<file path="src/rtl/key_search_ctrl.sv">
// Brute-force key search sequencer: issues NCORES candidate indices per cycle,
// aligns delayed core results with their issued base and reports the first match.
module key_search_ctrl #(
  parameter int NCORES = 4,
  parameter int LAT    = 16
) (
  input  logic              clk,
  input  logic              reset,
  input  logic              Start,
  input  logic              Abort,
  input  logic [55:0]       limit,
  input  logic [NCORES-1:0] core_match,
  output logic              cand_valid,
  output logic [55:0]       cand_base,
  output logic [55:0]       count,
  output logic [63:0]       Key,
  output logic              Found,
  output logic              Exhausted,
  output logic              Busy
);

  localparam int DW = (LAT > 1) ? $clog2(LAT) : 1;

  typedef enum logic [1:0] {
    S_IDLE,
    S_SEARCH,
    S_DRAIN,
    S_DONE
  } state_t;

  state_t          r_state;
  state_t          w_state_next;

  logic [55:0]     r_base;
  logic [55:0]     r_limit;
  logic [55:0]     r_count;
  logic            r_found;
  logic            r_exh;
  logic [DW-1:0]   r_drain_cnt;
  logic [LAT-1:0]  r_dl_valid;
  logic [55:0]     r_dl_base [LAT];

  logic            w_start_go;
  logic            w_match;
  logic            w_drain_done;
  logic            w_last;
  logic            w_busy;
  logic            w_aligned_valid;
  logic [55:0]     w_aligned_base;
  logic [NCORES-1:0] w_qual;
  logic [55:0]     w_hit_off;
  logic [55:0]     w_hit_idx;
  logic [63:0]     w_key;

  assign w_aligned_valid = r_dl_valid[LAT-1];
  assign w_aligned_base  = r_dl_base[LAT-1];

  // 57-bit compares so a limit of 2^56-1 never wraps
  assign w_last = ({1'b0, r_base} + 57'(NCORES)) > {1'b0, r_limit};

  genvar gi;
  generate
    for (gi = 0; gi < NCORES; gi++) begin : g_qual
      assign w_qual[gi] = w_aligned_valid & core_match[gi] &
                          (({1'b0, w_aligned_base} + 57'(gi)) <= {1'b0, r_limit});
    end
  endgenerate

  // Descending scan leaves the lowest qualified core selected
  always_comb begin
    w_hit_off = '0;
    for (int i = NCORES - 1; i >= 0; i--) begin
      if (w_qual[i]) begin
        w_hit_off = 56'(i);
      end
    end
  end

  assign w_hit_idx = w_aligned_base + w_hit_off;

  always_comb begin
    w_state_next = r_state;
    w_start_go   = 1'b0;
    w_match      = 1'b0;
    w_drain_done = 1'b0;
    if (Abort) begin
      w_state_next = S_IDLE;
    end else begin
      case (r_state)
        S_IDLE, S_DONE: begin
          if (Start) begin
            w_state_next = S_SEARCH;
            w_start_go   = 1'b1;
          end
        end
        S_SEARCH: begin
          if (|w_qual) begin
            w_state_next = S_DONE;
            w_match      = 1'b1;
          end else if (w_last) begin
            w_state_next = S_DRAIN;
          end
        end
        S_DRAIN: begin
          if (|w_qual) begin
            w_state_next = S_DONE;
            w_match      = 1'b1;
          end else if (r_drain_cnt == '0) begin
            w_state_next = S_DONE;
            w_drain_done = 1'b1;
          end
        end
        default: w_state_next = S_IDLE;
      endcase
    end
  end

  always_ff @(posedge clk) begin
    if (reset) begin
      r_state     <= S_IDLE;
      r_base      <= '0;
      r_limit     <= '0;
      r_count     <= '0;
      r_found     <= 1'b0;
      r_exh       <= 1'b0;
      r_drain_cnt <= '0;
    end else begin
      r_state <= w_state_next;
      if (Abort) begin
        r_found <= 1'b0;
        r_exh   <= 1'b0;
        r_count <= '0;
      end else if (w_start_go) begin
        r_base  <= '0;
        r_limit <= limit;
        r_found <= 1'b0;
        r_exh   <= 1'b0;
        r_count <= '0;
      end else if (w_match) begin
        r_found <= 1'b1;
        r_count <= w_hit_idx;
      end else if (w_drain_done) begin
        r_exh   <= 1'b1;
        r_count <= r_limit + 56'd1;
      end else if (r_state == S_SEARCH) begin
        // Hold the base on the final group; the drain timer takes over
        if (w_last) begin
          r_drain_cnt <= DW'(LAT - 1);
        end else begin
          r_base <= r_base + 56'(NCORES);
        end
      end else if (r_state == S_DRAIN) begin
        r_drain_cnt <= r_drain_cnt - DW'(1);
      end
    end
  end

  // In-flight tracker: valids are flushed on reset, abort and every new search
  always_ff @(posedge clk) begin
    r_dl_base[0] <= r_base;
    for (int k = 1; k < LAT; k++) begin
      r_dl_base[k] <= r_dl_base[k-1];
    end
    if (reset || Abort || w_start_go) begin
      r_dl_valid <= '0;
    end else begin
      r_dl_valid[0] <= cand_valid;
      for (int k = 1; k < LAT; k++) begin
        r_dl_valid[k] <= r_dl_valid[k-1];
      end
    end
  end

  generate
    for (gi = 0; gi < 8; gi++) begin : g_key
      assign w_key[8*gi+7 -: 7] = r_count[7*gi +: 7];
      assign w_key[8*gi]        = ~^r_count[7*gi +: 7];
    end
  endgenerate

  assign w_busy     = (r_state == S_SEARCH) || (r_state == S_DRAIN);
  assign Busy       = w_busy;
  assign cand_valid = (r_state == S_SEARCH);
  assign cand_base  = r_base;
  assign count      = w_busy ? r_base : r_count;
  assign Found      = r_found;
  assign Exhausted  = r_exh;
  assign Key        = r_found ? w_key : 64'd0;

endmodule

</file>
<file path="config.mk">
export PLATFORM = sky130hd
export DESIGN_NAME = key_search_ctrl
export DESIGN_NICKNAME = d
export VERILOG_FILES = /design/src/rtl/key_search_ctrl.sv
export SDC_FILE = /design/constraint.sdc
export NUM_CORES = 1
export LEC_CHECK = 0
export ABC_AREA = 1
export CAP_MARGIN = 10
export CORE_ASPECT_RATIO = 1.1
export CORE_MARGIN = 3
export CORE_UTILIZATION = 55
export CTS_CLUSTER_DIAMETER = 40
export DETAILED_ROUTE_END_ITERATION = 10
export PLACE_DENSITY = 0.72
export SYNTH_ARGS = -nofsm -noshare
export SYNTH_HDL_FRONTEND = slang
export SYNTH_SLANG_ARGS = --single-unit
</file>
<file path="constraint.sdc">
create_clock -name clk -period 4.1 [get_ports clk]
set_input_delay 0.41 -clock clk [delete_from_list [all_inputs] [get_ports clk]]
set_output_delay 0.41 -clock clk [all_outputs]
set_load 0.03 [all_outputs]
</file>
==> run metrics <==
Hold EP r_dl_base[1][70]; CTS root buf clkbuf_16; Crit Path Class reg -> reg; RD Place Congestion 0.981; CTS Buf Count between 100 and 150; Final Util 0.690; Die Ht 276 um; status finished, final reports clean; WP data required around 4700 ps; Placement Rows 98; most frequent cells in the layout dfxtp_1 (1046), nand2_1 (815), inv_1 (404); RSZ-0062 raised after global routing true; residual DRC count 0; GRT Util Overall 0.301; hpwl dp 79500 um; Worst Setup Start Kind flip-flop; Leakage Power 19.8 nW; CP most frequent cell nand2_1; Ant. Diodes 0; initial core utilization 0.559; Die X 252 um; Hold Path Class reg -> reg; Syn. warnings 0; Post-Syn Area 36500 um2; setup ws final 6.29 ps; crit path DAT 4680 ps; Finish-stage setup viols 0; EDFF count, synth 0; cell area after layout 45100 um2; total internal power 0.0174 W; Clk pwr share 0.444; slowest CP cell dfxtp_2; commonest non-fill, non-tap cell in the layout dfxtp_1; I/O pin cnt 244; final WL 107000 um; Hold Fails Final Rpt 0; Pre-antenna DRT Iters 5; Worst Max-Slew Pin Slew between 1000 and 1500 ps; IO Port Bufs 241; Max Fclk 244 MHz; CTS tree yes; CP max stage delay 360 ps; routed vias/inst 5.23; initial DRC count around 2700; clk slew on worst S/H paths about 60 ps; Vias 27700; vias in the first global route 26500; Critical Path End Type flip-flop; Post-Place Cells 5066; library cells used by synthesis 46; H-tree depth 3; Min Clock Period, post-route 4090 ps; Placement Setup Slack -235 ps; Final Net Count 4645; largest net degree at the start of global routing 74; post-route clock period utilization 0.998; max_slew headroom 0.188; VDD IR max approximately 0.00047 V; post-synthesis cell count 4045; Sw Ratio 0.253; Comb power frac 0.087; setup TNS 0 ps; Longest Clk Path Bufs 3; R2R setup slack 6 ps; routed wire length per instance 20.2 um; share of cells above drive strength 1 0.113; synth top area cells dfxtp_1 (58%), nand2_1 (8.8%), ha_1 (7.7%); initial antenna violation count 1; clk sinks 1054; Net Switching 0.00589 W; worst-path fanout max 13; worst r2r src cand_base[2]; Max Cap Violations 0; sequential share of power 0.469; sequential area share after synthesis 0.578; HP Start r_dl_base[1][14]; dominant cell type by area after synthesis dfxtp_1; core area approximately 65000 um2; main flop type after synthesis dfxtp_1; Overflow after GRT 0; area share of the largest cell type after synthesis 0.578; Hold Path Cell Cnt 0; clk_skew 39.9 ps; synthesized area per cell 9.03 um2; hold-fix buffers at CTS 0; worst reg-to-reg path cell count 30; die area between 60000 and 70000 um2; Async SR Flop Fraction 0; Post-DRT Antenna Nets 0; Placed Area approximately 40000 um2; Worst R2R End cand_base[24]; FF+latch count, synth 1054; Cell Count, Final, Fillers Out ~5300; Worst-Skew Late Latency 690 ps; Slew Viols, Final 0; pwr/cell area 517 nW/um2; first-pass GRT wire length 158000 um; Synth-to-Final Area Change 23.4%
through the flow:
stage	hold WS [ps]	power [W]
final	295	0.0233
after global routing	313	0.0241
after CTS	307	0.0234
after detailed placement	312	0.0130
after global placement	310	0.0130
after floorplan	310	0.0123
kinds of logic after synthesis:
logic type / share of synthesized area
fa+ha+maj: 0.0771
other cells: 0.000103
simple gates: 0.187
buf+inv: 0.0649
flops: 0.578
compound gates: 0.0529
xor+xnor: 0.0408
routing by layer:
layer | track usage | wire length [um]
met5 | 0 | 0
met4 | 0.114 | 4040
met3 | 0.0516 | 9190
met2 | 0.476 | 47900
met1 | 0.414 | 45800
Yosys cell counts (29+ instances only):
| master | count |
|---|---|
| nand3_1 | 143 |
| dfxtp_1 | 1054 |
| nand4_1 | 95 |
| nor2_1 | 366 |
| ha_1 | 225 |
| clkbuf_1 | 165 |
| nand2_1 | 854 |
| nor4_1 | 35 |
| a21oi_1 | 205 |
| xnor2_1 | 29 |
| nor3_1 | 75 |
| xor2_1 | 141 |
| inv_1 | 411 |
| o21ai_0 | 152 |
worst max-delay path: cells and delay by family, from the launching register on:
family / cells / cell delay, ps
adder cells (fa/ha/maj): 1 / 270
buffers and inverters: 6 / 700
flip-flops: 1 / 360
AO/OA/AOI/OAI: 1 / 150
AND/OR/NAND/NOR: 21 / 2340
XOR/XNOR: 1 / 180
cell type report:
type / instances / area, um2
clock buffer: 140 / 3070
sequential: 1054 / 21100
tap: 850 / 1060
inverter: 417 / 1570
fill: 5078 / 20300
timing repair buffer: 395 / 3780
multi-input combinational: 2378 / 13600
clock inverter: 61 / 845
how the worst max path moves through the flow:
stage | slack, ps | from | to
floorplan | 100 | cand_base[3] | cand_base[23]
global placement | -110 | cand_base[2] | cand_base[17]
detailed placement | -240 | cand_base[2] | cand_base[15]
CTS | -20 | cand_base[3] | cand_base[53]
global route | -230 | cand_base[2] | cand_base[3]
finish | 6 | cand_base[2] | cand_base[24]
registers in the layout (all words and copies together) (netlist names):
register and count:
r_drain_cnt 4, cand_base 54, r_count 56, r_limit 56, r_dl_base 864, Exhausted 1
Found 1, r_state 2, r_dl_valid 16
power groups by stage:
| stage | Sequential (W) | Clock (W) | Combinational, W |
|---|---|---|---|
| floorplan | 0.0111 | 0 | 0.00115 |
| global route | 0.0110 | 0.0109 | 0.00222 |
| CTS | 0.0109 | 0.0105 | 0.00193 |
| global placement | 0.0111 | 0 | 0.00187 |
| detailed placement | 0.0111 | 0 | 0.00188 |
| finish | 0.0109 | 0.0103 | 0.00202 |
what timing repair did:
item	CTS	global route
cloned	1	1
pin swaps	18	45
buffers inserted	9	17
endpoints found under the hold margin	0	0
setup endpoints to repair	57	60
resized for setup	32	125
Power figures use the tool's default switching activity.
